<file path="config.mk">
export PLATFORM = sky130hd
export DESIGN_NAME = decode_cycle_flat
export DESIGN_NICKNAME = d
export VERILOG_FILES = /design/src/rtl/decode_cycle_if.sv /design/src/rtl/decode_cycle.sv /design/src/flat_wrapper.sv
export SDC_FILE = /design/constraint.sdc
export NUM_CORES = 2
export LEC_CHECK = 0
export CAP_MARGIN = 10
export CORE_MARGIN = 10
export CORE_UTILIZATION = 35
export DETAILED_ROUTE_END_ITERATION = 10
export PLACE_DENSITY = 0.5
export SLEW_MARGIN = 20
export SYNTH_ARGS = -nofsm -noshare
export SYNTH_HDL_FRONTEND = slang
export SYNTH_SLANG_ARGS = --single-unit
export TNS_END_PERCENT = 50
</file>
<file path="constraint.sdc">
create_clock -name clk -period 9.4 [get_ports clk]
set_clock_uncertainty 0.2 [all_clocks]
set_input_delay 1.88 -clock clk [delete_from_list [all_inputs] [get_ports clk]]
set_output_delay 1.88 -clock clk [all_outputs]
set_load 0.03 [all_outputs]
</file>
<file path="src/rtl/decode_cycle_if.sv">
// rtl/decode_cycle_if.sv - IF/ID inputs, writeback port and ID/EX outputs of the decode stage
interface decode_cycle_if #(
  parameter int DATA_W = 32,
  parameter int PC_W   = 5,
  parameter int GHR_W  = 4
);
  logic [31:0]       Instr_D;
  logic [PC_W-1:0]   Pc_D;
  logic              prediction_D;
  logic              hit_D;
  logic [GHR_W-1:0]  GHR_D;
  logic              ID_EX_flush;
  logic              WB_RegWrite;
  logic [4:0]        WB_WriteReg;
  logic [DATA_W-1:0] WB_WriteData;

  logic [5:0]        opcode_D;
  logic [DATA_W-1:0] targetAddress_D;
  logic [4:0]        rs_D;
  logic [4:0]        rt_D;

  logic              RegWrite_E;
  logic              MemRead_E;
  logic              MemWrite_E;
  logic              MemtoReg_E;
  logic              ALUSrc_E;
  logic              Link_E;
  logic              branch_E;
  logic              bne_E;
  logic              rtype_E;
  logic [1:0]        RegDst_E;
  logic [1:0]        ALUOp_E;
  logic [5:0]        functJR_E;
  logic [DATA_W-1:0] ReadData1_E;
  logic [DATA_W-1:0] ReadData2_E;
  logic [DATA_W-1:0] Imm_E;
  logic [4:0]        rs_E;
  logic [4:0]        rt_E;
  logic [4:0]        rd_E;
  logic [PC_W-1:0]   Pc_E;
  logic              prediction_E;
  logic              hit_E;
  logic [GHR_W-1:0]  Pc_Xor_GR_E;
  logic [5:0]        R31_E;

  modport master (
    input  Instr_D, Pc_D, prediction_D, hit_D, GHR_D, ID_EX_flush,
           WB_RegWrite, WB_WriteReg, WB_WriteData,
    output opcode_D, targetAddress_D, rs_D, rt_D,
           RegWrite_E, MemRead_E, MemWrite_E, MemtoReg_E, ALUSrc_E, Link_E,
           branch_E, bne_E, rtype_E, RegDst_E, ALUOp_E, functJR_E,
           ReadData1_E, ReadData2_E, Imm_E, rs_E, rt_E, rd_E, Pc_E,
           prediction_E, hit_E, Pc_Xor_GR_E, R31_E
  );

  modport slave (
    output Instr_D, Pc_D, prediction_D, hit_D, GHR_D, ID_EX_flush,
           WB_RegWrite, WB_WriteReg, WB_WriteData,
    input  opcode_D, targetAddress_D, rs_D, rt_D,
           RegWrite_E, MemRead_E, MemWrite_E, MemtoReg_E, ALUSrc_E, Link_E,
           branch_E, bne_E, rtype_E, RegDst_E, ALUOp_E, functJR_E,
           ReadData1_E, ReadData2_E, Imm_E, rs_E, rt_E, rd_E, Pc_E,
           prediction_E, hit_E, Pc_Xor_GR_E, R31_E
  );
endinterface

</file>
<file path="src/rtl/decode_cycle.sv">
// rtl/decode_cycle.sv - ID stage: register file, control decode, branch/jump target and ID/EX register
module decode_cycle #(
  parameter int DATA_W = 32,
  parameter int PC_W   = 5,
  parameter int GHR_W  = 4
) (
  input  logic              clk,
  input  logic              reset,
  decode_cycle_if.master    bus
);

  localparam logic [5:0] OP_RTYPE = 6'h00;
  localparam logic [5:0] OP_J     = 6'h02;
  localparam logic [5:0] OP_JAL   = 6'h03;
  localparam logic [5:0] OP_BEQ   = 6'h04;
  localparam logic [5:0] OP_BNE   = 6'h05;
  localparam logic [5:0] OP_ADDI  = 6'h08;
  localparam logic [5:0] OP_LW    = 6'h23;
  localparam logic [5:0] OP_SW    = 6'h2B;
  localparam logic [5:0] FN_JR    = 6'h08;

  logic [DATA_W-1:0] regs [32];

  logic [5:0]        opcode;
  logic [5:0]        funct;
  logic [4:0]        rs;
  logic [4:0]        rt;
  logic [4:0]        rd;
  logic [DATA_W-1:0] imm;
  logic [DATA_W-1:0] pc_ext;
  logic [DATA_W-1:0] read_data1;
  logic [DATA_W-1:0] read_data2;
  logic [5:0]        r31_lo;
  logic              wb_live;

  logic       rtype, reg_write, mem_read, mem_write, mem_to_reg, alu_src, link;
  logic       branch, bne;
  logic [1:0] reg_dst, alu_op;

  assign opcode = bus.Instr_D[31:26];
  assign funct  = bus.Instr_D[5:0];
  assign rs     = bus.Instr_D[25:21];
  assign rt     = bus.Instr_D[20:16];
  assign rd     = bus.Instr_D[15:11];
  assign imm    = {{(DATA_W-16){bus.Instr_D[15]}}, bus.Instr_D[15:0]};
  assign pc_ext = {{(DATA_W-PC_W){1'b0}}, bus.Pc_D};

  assign bus.opcode_D = opcode;
  assign bus.rs_D     = rs;
  assign bus.rt_D     = rt;

  // Writeback to a nonzero register is forwarded straight into the same-cycle reads.
  assign wb_live = bus.WB_RegWrite && (bus.WB_WriteReg != 5'd0);

  always_comb begin
    read_data1 = '0;
    read_data2 = '0;
    r31_lo     = regs[31][5:0];
    if (wb_live && bus.WB_WriteReg == rs) read_data1 = bus.WB_WriteData;
    else if (rs != 5'd0)                  read_data1 = regs[rs];
    if (wb_live && bus.WB_WriteReg == rt) read_data2 = bus.WB_WriteData;
    else if (rt != 5'd0)                  read_data2 = regs[rt];
    if (wb_live && bus.WB_WriteReg == 5'd31) r31_lo = bus.WB_WriteData[5:0];
  end

  always_comb begin
    rtype      = 1'b0;
    reg_write  = 1'b0;
    mem_read   = 1'b0;
    mem_write  = 1'b0;
    mem_to_reg = 1'b0;
    alu_src    = 1'b0;
    link       = 1'b0;
    branch     = 1'b0;
    bne        = 1'b0;
    reg_dst    = 2'b00;
    alu_op     = 2'b00;
    // An all-zero word is the fetch bubble, not sll r0,r0,0.
    if (bus.Instr_D != 32'd0) begin
      case (opcode)
        OP_RTYPE: begin
          rtype     = 1'b1;
          reg_write = (funct != FN_JR);
          reg_dst   = 2'b01;
          alu_op    = 2'b10;
        end
        OP_ADDI: begin
          reg_write = 1'b1;
          alu_src   = 1'b1;
        end
        OP_LW: begin
          reg_write  = 1'b1;
          mem_read   = 1'b1;
          mem_to_reg = 1'b1;
          alu_src    = 1'b1;
        end
        OP_SW: begin
          mem_write = 1'b1;
          alu_src   = 1'b1;
        end
        OP_BEQ: begin
          branch = 1'b1;
          alu_op = 2'b01;
        end
        OP_BNE: begin
          branch = 1'b1;
          bne    = 1'b1;
          alu_op = 2'b01;
        end
        OP_JAL: begin
          reg_write = 1'b1;
          reg_dst   = 2'b10;
          link      = 1'b1;
        end
        default: ;
      endcase
    end
  end

  always_comb begin
    bus.targetAddress_D = '0;
    if (opcode == OP_BEQ || opcode == OP_BNE)
      bus.targetAddress_D = pc_ext + DATA_W'(1) + imm;
    else if (opcode == OP_J || opcode == OP_JAL)
      bus.targetAddress_D = {{(DATA_W-26){1'b0}}, bus.Instr_D[25:0]};
  end

  always_ff @(posedge clk or negedge reset) begin
    if (!reset) begin
      for (int i = 0; i < 32; i++) regs[i] <= '0;
    end else if (wb_live) begin
      regs[bus.WB_WriteReg] <= bus.WB_WriteData;
    end
  end

  always_ff @(posedge clk or negedge reset) begin
    if (!reset) begin
      bus.RegWrite_E   <= 1'b0;
      bus.MemRead_E    <= 1'b0;
      bus.MemWrite_E   <= 1'b0;
      bus.MemtoReg_E   <= 1'b0;
      bus.ALUSrc_E     <= 1'b0;
      bus.Link_E       <= 1'b0;
      bus.branch_E     <= 1'b0;
      bus.bne_E        <= 1'b0;
      bus.rtype_E      <= 1'b0;
      bus.RegDst_E     <= 2'b00;
      bus.ALUOp_E      <= 2'b00;
      bus.functJR_E    <= 6'd0;
      bus.ReadData1_E  <= '0;
      bus.ReadData2_E  <= '0;
      bus.Imm_E        <= '0;
      bus.rs_E         <= 5'd0;
      bus.rt_E         <= 5'd0;
      bus.rd_E         <= 5'd0;
      bus.Pc_E         <= '0;
      bus.prediction_E <= 1'b0;
      bus.hit_E        <= 1'b0;
      bus.Pc_Xor_GR_E  <= '0;
      bus.R31_E        <= 6'd0;
    end else begin
      bus.ReadData1_E  <= read_data1;
      bus.ReadData2_E  <= read_data2;
      bus.Imm_E        <= imm;
      bus.rs_E         <= rs;
      bus.rt_E         <= rt;
      bus.rd_E         <= rd;
      bus.Pc_E         <= bus.Pc_D;
      bus.Pc_Xor_GR_E  <= bus.Pc_D[GHR_W-1:0] ^ bus.GHR_D;
      bus.R31_E        <= r31_lo;
      if (bus.ID_EX_flush) begin
        bus.RegWrite_E   <= 1'b0;
        bus.MemRead_E    <= 1'b0;
        bus.MemWrite_E   <= 1'b0;
        bus.MemtoReg_E   <= 1'b0;
        bus.ALUSrc_E     <= 1'b0;
        bus.Link_E       <= 1'b0;
        bus.branch_E     <= 1'b0;
        bus.bne_E        <= 1'b0;
        bus.rtype_E      <= 1'b0;
        bus.RegDst_E     <= 2'b00;
        bus.ALUOp_E      <= 2'b00;
        bus.functJR_E    <= 6'd0;
        bus.prediction_E <= 1'b0;
        bus.hit_E        <= 1'b0;
      end else begin
        bus.RegWrite_E   <= reg_write;
        bus.MemRead_E    <= mem_read;
        bus.MemWrite_E   <= mem_write;
        bus.MemtoReg_E   <= mem_to_reg;
        bus.ALUSrc_E     <= alu_src;
        bus.Link_E       <= link;
        bus.branch_E     <= branch;
        bus.bne_E        <= bne;
        bus.rtype_E      <= rtype;
        bus.RegDst_E     <= reg_dst;
        bus.ALUOp_E      <= alu_op;
        bus.functJR_E    <= funct;
        bus.prediction_E <= bus.prediction_D;
        bus.hit_E        <= bus.hit_D;
      end
    end
  end

endmodule

</file>
<file path="src/flat_wrapper.sv">
// flat-port wrapper written by rule: the top's interface ports become plain ports
module decode_cycle_flat 
#(
  parameter int DATA_W = 32,
  parameter int PC_W   = 5,
  parameter int GHR_W  = 4
)
  (clk, reset, bus_Instr_D, bus_Pc_D, bus_prediction_D, bus_hit_D, bus_GHR_D, bus_ID_EX_flush, bus_WB_RegWrite, bus_WB_WriteReg, bus_WB_WriteData, bus_opcode_D, bus_targetAddress_D, bus_rs_D, bus_rt_D, bus_RegWrite_E, bus_MemRead_E, bus_MemWrite_E, bus_MemtoReg_E, bus_ALUSrc_E, bus_Link_E, bus_branch_E, bus_bne_E, bus_rtype_E, bus_RegDst_E, bus_ALUOp_E, bus_functJR_E, bus_ReadData1_E, bus_ReadData2_E, bus_Imm_E, bus_rs_E, bus_rt_E, bus_rd_E, bus_Pc_E, bus_prediction_E, bus_hit_E, bus_Pc_Xor_GR_E, bus_R31_E);
  decode_cycle_if #(.DATA_W(DATA_W), .PC_W(PC_W), .GHR_W(GHR_W)) bus_i ();
  input  logic clk;
  input  logic reset;
  input wire logic [$bits(bus_i.Instr_D)-1:0] bus_Instr_D;
  input wire logic [$bits(bus_i.Pc_D)-1:0] bus_Pc_D;
  input wire logic [$bits(bus_i.prediction_D)-1:0] bus_prediction_D;
  input wire logic [$bits(bus_i.hit_D)-1:0] bus_hit_D;
  input wire logic [$bits(bus_i.GHR_D)-1:0] bus_GHR_D;
  input wire logic [$bits(bus_i.ID_EX_flush)-1:0] bus_ID_EX_flush;
  input wire logic [$bits(bus_i.WB_RegWrite)-1:0] bus_WB_RegWrite;
  input wire logic [$bits(bus_i.WB_WriteReg)-1:0] bus_WB_WriteReg;
  input wire logic [$bits(bus_i.WB_WriteData)-1:0] bus_WB_WriteData;
  output wire logic [$bits(bus_i.opcode_D)-1:0] bus_opcode_D;
  output wire logic [$bits(bus_i.targetAddress_D)-1:0] bus_targetAddress_D;
  output wire logic [$bits(bus_i.rs_D)-1:0] bus_rs_D;
  output wire logic [$bits(bus_i.rt_D)-1:0] bus_rt_D;
  output wire logic [$bits(bus_i.RegWrite_E)-1:0] bus_RegWrite_E;
  output wire logic [$bits(bus_i.MemRead_E)-1:0] bus_MemRead_E;
  output wire logic [$bits(bus_i.MemWrite_E)-1:0] bus_MemWrite_E;
  output wire logic [$bits(bus_i.MemtoReg_E)-1:0] bus_MemtoReg_E;
  output wire logic [$bits(bus_i.ALUSrc_E)-1:0] bus_ALUSrc_E;
  output wire logic [$bits(bus_i.Link_E)-1:0] bus_Link_E;
  output wire logic [$bits(bus_i.branch_E)-1:0] bus_branch_E;
  output wire logic [$bits(bus_i.bne_E)-1:0] bus_bne_E;
  output wire logic [$bits(bus_i.rtype_E)-1:0] bus_rtype_E;
  output wire logic [$bits(bus_i.RegDst_E)-1:0] bus_RegDst_E;
  output wire logic [$bits(bus_i.ALUOp_E)-1:0] bus_ALUOp_E;
  output wire logic [$bits(bus_i.functJR_E)-1:0] bus_functJR_E;
  output wire logic [$bits(bus_i.ReadData1_E)-1:0] bus_ReadData1_E;
  output wire logic [$bits(bus_i.ReadData2_E)-1:0] bus_ReadData2_E;
  output wire logic [$bits(bus_i.Imm_E)-1:0] bus_Imm_E;
  output wire logic [$bits(bus_i.rs_E)-1:0] bus_rs_E;
  output wire logic [$bits(bus_i.rt_E)-1:0] bus_rt_E;
  output wire logic [$bits(bus_i.rd_E)-1:0] bus_rd_E;
  output wire logic [$bits(bus_i.Pc_E)-1:0] bus_Pc_E;
  output wire logic [$bits(bus_i.prediction_E)-1:0] bus_prediction_E;
  output wire logic [$bits(bus_i.hit_E)-1:0] bus_hit_E;
  output wire logic [$bits(bus_i.Pc_Xor_GR_E)-1:0] bus_Pc_Xor_GR_E;
  output wire logic [$bits(bus_i.R31_E)-1:0] bus_R31_E;
  assign bus_i.Instr_D = bus_Instr_D;
  assign bus_i.Pc_D = bus_Pc_D;
  assign bus_i.prediction_D = bus_prediction_D;
  assign bus_i.hit_D = bus_hit_D;
  assign bus_i.GHR_D = bus_GHR_D;
  assign bus_i.ID_EX_flush = bus_ID_EX_flush;
  assign bus_i.WB_RegWrite = bus_WB_RegWrite;
  assign bus_i.WB_WriteReg = bus_WB_WriteReg;
  assign bus_i.WB_WriteData = bus_WB_WriteData;
  assign bus_opcode_D = bus_i.opcode_D;
  assign bus_targetAddress_D = bus_i.targetAddress_D;
  assign bus_rs_D = bus_i.rs_D;
  assign bus_rt_D = bus_i.rt_D;
  assign bus_RegWrite_E = bus_i.RegWrite_E;
  assign bus_MemRead_E = bus_i.MemRead_E;
  assign bus_MemWrite_E = bus_i.MemWrite_E;
  assign bus_MemtoReg_E = bus_i.MemtoReg_E;
  assign bus_ALUSrc_E = bus_i.ALUSrc_E;
  assign bus_Link_E = bus_i.Link_E;
  assign bus_branch_E = bus_i.branch_E;
  assign bus_bne_E = bus_i.bne_E;
  assign bus_rtype_E = bus_i.rtype_E;
  assign bus_RegDst_E = bus_i.RegDst_E;
  assign bus_ALUOp_E = bus_i.ALUOp_E;
  assign bus_functJR_E = bus_i.functJR_E;
  assign bus_ReadData1_E = bus_i.ReadData1_E;
  assign bus_ReadData2_E = bus_i.ReadData2_E;
  assign bus_Imm_E = bus_i.Imm_E;
  assign bus_rs_E = bus_i.rs_E;
  assign bus_rt_E = bus_i.rt_E;
  assign bus_rd_E = bus_i.rd_E;
  assign bus_Pc_E = bus_i.Pc_E;
  assign bus_prediction_E = bus_i.prediction_E;
  assign bus_hit_E = bus_i.hit_E;
  assign bus_Pc_Xor_GR_E = bus_i.Pc_Xor_GR_E;
  assign bus_R31_E = bus_i.R31_E;
  decode_cycle #(.DATA_W(DATA_W), .PC_W(PC_W), .GHR_W(GHR_W)) u_core (.clk(clk), .reset(reset), .bus(bus_i));
endmodule
</file>
== Yosys cells after proc, flatten, opt, wreduce, memory -nomap -nowiden ==
Index checks and enable logic that the tools add are counted.

* Shift operators: 0
* Bitwise operators: 4
* $lt $le $gt $ge: 4
* $mul: 0
* $add $sub $neg: 2
* Divide/modulo/power cells: 0
* Equal/unequal tests: 11
* Mux-type cells: 49
* Reductions and logical operators: 15

{| class="wikitable"
|+ Operators with widths
! kind !! number
|-
| $bwmux 1024 || 1
|-
| $bmux 32 s5 || 2
|-
| $mux 32 || 10
|-
| $demux 32 s5 || 1
|-
| $reduce_bool 32->1 || 1
|-
| $mux 26 || 1
|-
| $mux 1 || 25
|-
| $ge 6x6->1 const B || 3
|-
| $not 5->6 || 3
|-
| $add 7x16->17 || 1
|-
| $reduce_bool 5->1 || 3
|-
| $eq 6x2->1 const B || 2
|-
| $eq 6x3->1 const B || 2
|-
| $eq 6x6->1 const B || 2
|-
| $mux 6 || 2
|-
| $eq 5x5->1 || 2
|-
| $mux 2 || 4
|-
| $pmux 2 s2 || 2
|-
| $add 5x1->6 const B || 1
|-
| $eq 6x4->1 const B || 1
|-
| $logic_not 6->1 || 1
|-
| $lt 6x1->1 const B || 1
|-
| $ne 6x4->1 const B || 1
|-
| $reduce_or 3->1 || 2
|-
| other kinds (6) || 11
|}

* Register bits: 1154
* Output and inout port bits: 195
* Bits in read-only memories: 0
* Bits in latches: 0
* Bits in writable memories: 0
* Input port bits: 84
* Memories: 0

== Depth between registers and ports, before layout ==
* Depth after elaboration: 6
* Mapped depth: 11
* Gate-level depth less buffers: 10

== Worst setup path before layout ==
Ideal clock, no wire load.

* Path type: input to output
* From: input port bus_Pc_D[0]
* To: output port bus_targetAddress_D[17]
* Data arrival time: 4321 ps
* Cell stages on the path: 10
* Slack: 2999 ps
* Data required time: 7320 ps
* Buffers on the path: 1
* Cell sequence: ha_1 -> xor2_1 -> ha_1 -> nor2b_1 -> o21a_1 -> o21ai_0 -> a21oi_1 -> a31oi_1 -> clkbuf_1 -> a21o_1

* Longest elaborated chain between the ends: 3

{| class="wikitable"
|+ RTL lines
! item !! line !! text
|-
| start, declared || flat_wrapper.sv:13 || <nowiki>input wire logic [$bits(bus_i.Pc_D)-1:0] bus_Pc_D;</nowiki>
|-
| $add 5x1->6 || decode_cycle.sv:123 || <nowiki>bus.targetAddress_D = pc_ext + DATA_W'(1) + imm;</nowiki>
|-
| $add 7x16->17 || decode_cycle.sv:123 ||
|-
| $mux 32 || decode_cycle.sv:122 || <nowiki>if (opcode == OP_BEQ || opcode == OP_BNE)</nowiki>
|-
| end, declared || flat_wrapper.sv:22 || <nowiki>output wire logic [$bits(bus_i.targetAddress_D)-1:0] bus_targetAddress_D;</nowiki>
|}

No other way between the ends.

== Final worst setup path ==
Same ends and word-level chain as after synthesis.

==> flow_metrics.env <==
export IMPL_htree_levels=4
export IMPL_path_max_fanout=13
export IMPL_dpl_worst_slack_ps=1770
export IMPL_ys_seq_area_share_pct=47.8
export IMPL_fmax_mhz=131
export IMPL_syn_inst=4276
export IMPL_nets=4392
export IMPL_vias=39196
export IMPL_gr_total_overflow=0
export IMPL_holdWs_ps=192
export IMPL_dieArea_mm2=0.189
export IMPL_place_congestion=0.783
export IMPL_wl_met2_mm=102
export IMPL_slew_viol_final=0
export IMPL_viasPerCell=5.89
export IMPL_highest_layer="met5"
export IMPL_synth_area_per_cell_um2=14.1
export IMPL_portBuffers=278
export IMPL_track_usage_pct=22.0
export IMPL_cp_end_kind="primary output"
export IMPL_clk_latency_ps=800
export IMPL_std_cell_rows=152
export IMPL_wl_per_cell_um=31.8
export IMPL_ys_ff_latch=1148
export IMPL_start_util_pct=35.1
export IMPL_hold_violations=0
export IMPL_drive_gt1_share_pct=41.2
export IMPL_hold_path_class="register to register"
export IMPL_cts_setup_buffers=0
export IMPL_antenna_left=0
export IMPL_power_mw=15.0
export IMPL_dpl_hpwl_mm=119
export IMPL_io_pins=279
export IMPL_final_cells=6655
export IMPL_grt_start_max_net_pins=150
export IMPL_routed_wl_mm=212
export IMPL_postPlaceCellArea_mm2=0.0646
export IMPL_synth_top_area_cell="dfrtp_1"
export IMPL_cts_tree="done"
export IMPL_rsz0062_at_grt="no"
export IMPL_status="completed"
export IMPL_antenna_found_initial=15
export IMPL_grt_pass1_vias=40343
export IMPL_path_clk_slew_ps=50
export IMPL_placed_cells=6393
export IMPL_synth_top_area_share_pct=47.8
export IMPL_post_route_period_util_pct=81.3
export IMPL_startpoint_type="input pin"
export IMPL_die_w_um=434
export IMPL_wl_met1_mm=90.9
export IMPL_crit_arrival_ps=5560
export IMPL_worstSetupPathType="input pin to primary output"
export IMPL_setup_ws_ps=1760
export IMPL_grt_pass1_wl_mm=304
export IMPL_cellPowerDensity_mw_per_mm2=217
export IMPL_cts_resized=0
export IMPL_die_h_um=434
export IMPL_area_delta_synth_final_pct=15.2
export IMPL_yosys_top_cells_area="dfrtp_1, mux2_2, mux4_2"
export IMPL_vdd_drop_max_uv=135
export IMPL_slew_headroom_pct=22.9
export IMPL_setup_viol=0
export IMPL_netlist_cell_type_count=65
export IMPL_min_period_ps=7640
export IMPL_clock_path_buffers=3
export IMPL_drc_errors=0
export IMPL_ys_flop_type="dfrtp_1"
export IMPL_cap_viol_max_count=0
export IMPL_synth_area_mm2=0.0601
export IMPL_cts_made_buffers=138
export IMPL_yosysWarnings=0
export IMPL_wl_met3_mm=11.1
export IMPL_cp_required_ps=7320
export IMPL_final_core_util_pct=40.5
export IMPL_dr_pass1_iters=7
export IMPL_cts_num_sinks=1148
export IMPL_worst_pin_slew_ps=1160
export IMPL_root_buffer="clkbuf_16"
export IMPL_cts_hold_buf=0
export IMPL_async_reset_ff_share_pct=100
export IMPL_synth_nets=4368
export IMPL_setup_tns_ps=0
export IMPL_coreArea_mm2=0.171
export IMPL_drt_iter0_drc=2987
export IMPL_p_leak_nw=29.7
export IMPL_final_area_mm2=0.0692
export IMPL_synth_edff_count=0
==> final timing paths <==
kind / start / to / depth (start not counted) / slack (ps)
setup / recovery: bus_Pc_D[0] / bus_targetAddress_D[17] / 12 / 1760
hold / removal: u_core.regs[1012]$_DFFE_PN0P_ / u_core.regs[1012]$_DFFE_PN0P_ / 0 / 190
setup reg to reg: u_core.regs[771]$_DFFE_PN0P_ / u_core.bus.ReadData1_E[3]$_DFF_PN0_ / 5 / 7140
hold reg to reg: u_core.regs[1012]$_DFFE_PN0P_ / u_core.regs[1012]$_DFFE_PN0P_ / 0 / 190
max in group asynchronous: reset / u_core.regs[647]$_DFFE_PN0P_ / 2 / 6560
min in group asynchronous: reset / u_core.bus.functJR_E[4]$_DFF_PN0_ / 1 / 910
==> power breakdown <==
group	internal [mW]	total [mW]	leakage [nW]	switching [mW]
logic	1.65	2.97	12.7	1.32
registers	5.84	6.48	14.7	0.634
clock network	3.30	5.56	2.31	2.26
==> logic make-up (layout without fill, tap and decap cells) <==
family,after synthesis,count (layout),share of synthesized area [%]
AO/OA/AOI/OAI,473,473,5.69
XOR/XNOR,20,20,0.291
adder cells (fa/ha/maj),8,8,0.179
buffers and inverters,514,649,4.15
flip-flops,1148,1148,47.8
multiplexers,1671,1671,38.4
other,0,11,0
AND/OR/NAND/NOR,442,442,3.49
==> metal layers <==
| layer | GRT usage [%] | up-vias |
|---|---|---|
| li1 | - | 16297 |
| met1 | 29.1 | 21374 |
| met2 | 36.4 | 1163 |
| met3 | 4.01 | 348 |
| met4 | 7.67 | 14 |
| met5 | 0 | - |
==> cell usage in the layout, fill, tap and decap left out, types with 10 or more instances in the layout <==
| master | count |
|---|---|
| and2_1 | 39 |
| nand2_1 | 180 |
| a221oi_1 | 59 |
| buf_4 | 92 |
| nor2b_1 | 18 |
| nor2_4 | 18 |
| o21ai_0 | 59 |
| a221o_1 | 25 |
| dfrtp_1 | 1148 |
| mux2_2 | 995 |
| a22oi_1 | 90 |
| o31ai_1 | 11 |
| nand4_1 | 12 |
| mux4_2 | 408 |
| clkbuf_1 | 30 |
| mux2i_1 | 259 |
| o211ai_1 | 29 |
| a32oi_1 | 19 |
| clkinv_2 | 19 |
| nor2_1 | 33 |
| bufinv_16 | 10 |
| a211oi_1 | 55 |
| nand3_1 | 69 |
| clkbuf_16 | 139 |
| xnor2_1 | 13 |
| buf_12 | 16 |
| diode_2 | 11 |
| a21oi_1 | 76 |
| clkbuf_8 | 38 |
| clkdlybuf4s50_1 | 247 |
| a21o_1 | 14 |
| buf_2 | 22 |
==> flip-flops by register name, indices dropped and copies added, names as in the netlist <==
register,flops
u_core.bus.Link_E,1
u_core.bus.functJR_E,6
u_core.bus.Pc_Xor_GR_E,4
u_core.bus.RegWrite_E,1
u_core.regs,1024
u_core.bus.bne_E,1
u_core.bus.MemRead_E,1
u_core.bus.rt_E,5
u_core.bus.R31_E,6
u_core.bus.hit_E,1
u_core.bus.MemWrite_E,1
u_core.bus.Pc_E,5
u_core.bus.rs_E,5
u_core.bus.Imm_E,16
u_core.bus.ALUOp_E,2
u_core.bus.prediction_E,1
u_core.bus.ALUSrc_E,1
u_core.bus.branch_E,1
u_core.bus.RegDst_E,2
u_core.bus.ReadData2_E,32
u_core.bus.ReadData1_E,32
==> cell type report <==
| class | count | area, µm² |
|---|---|---|
| antenna | 11 | 27.5 |
| clock buffer | 205 | 4090 |
| clock inverter | 46 | 604 |
| fill | 15910 | 102000 |
| inverter | 12 | 47.5 |
| multi-input combinational | 2614 | 29200 |
| sequential | 1148 | 28700 |
| tap | 2233 | 2790 |
| timing repair buffer | 386 | 3750 |
==> cells in the mapped netlist, drive strengths merged (8+ instances only) <==
cell type and instances:
buf 225, a32oi 19, o31ai 11, nand3 70
mux2i 259, nor3 12, o21ai 61, mux2 1004
nand2 191, nor2 52, a221o 25, a22o 9
a211oi 56, a22oi 90, inv 11, mux4 408
a21oi 76, xnor2 13, dfrtp 1148, clkbuf 277
and3 8, nand4 12, o211ai 29, nor2b 23
and2 41, a21o 14, a221oi 60, nor3b 9
==> worst max-delay path: stages <==
cell and delay, ps:
clkdlybuf4s50_1 510, ha_1 270, xor2_1 150, ha_1 320, nor2b_1 140, o21a_1 190
o21ai_0 280, a21oi_1 180, a31oi_2 540, buf_4 310, a21o_1 100, clkdlybuf4s50_1 680
No activity file was read; power rests on OpenSTA's default activity.
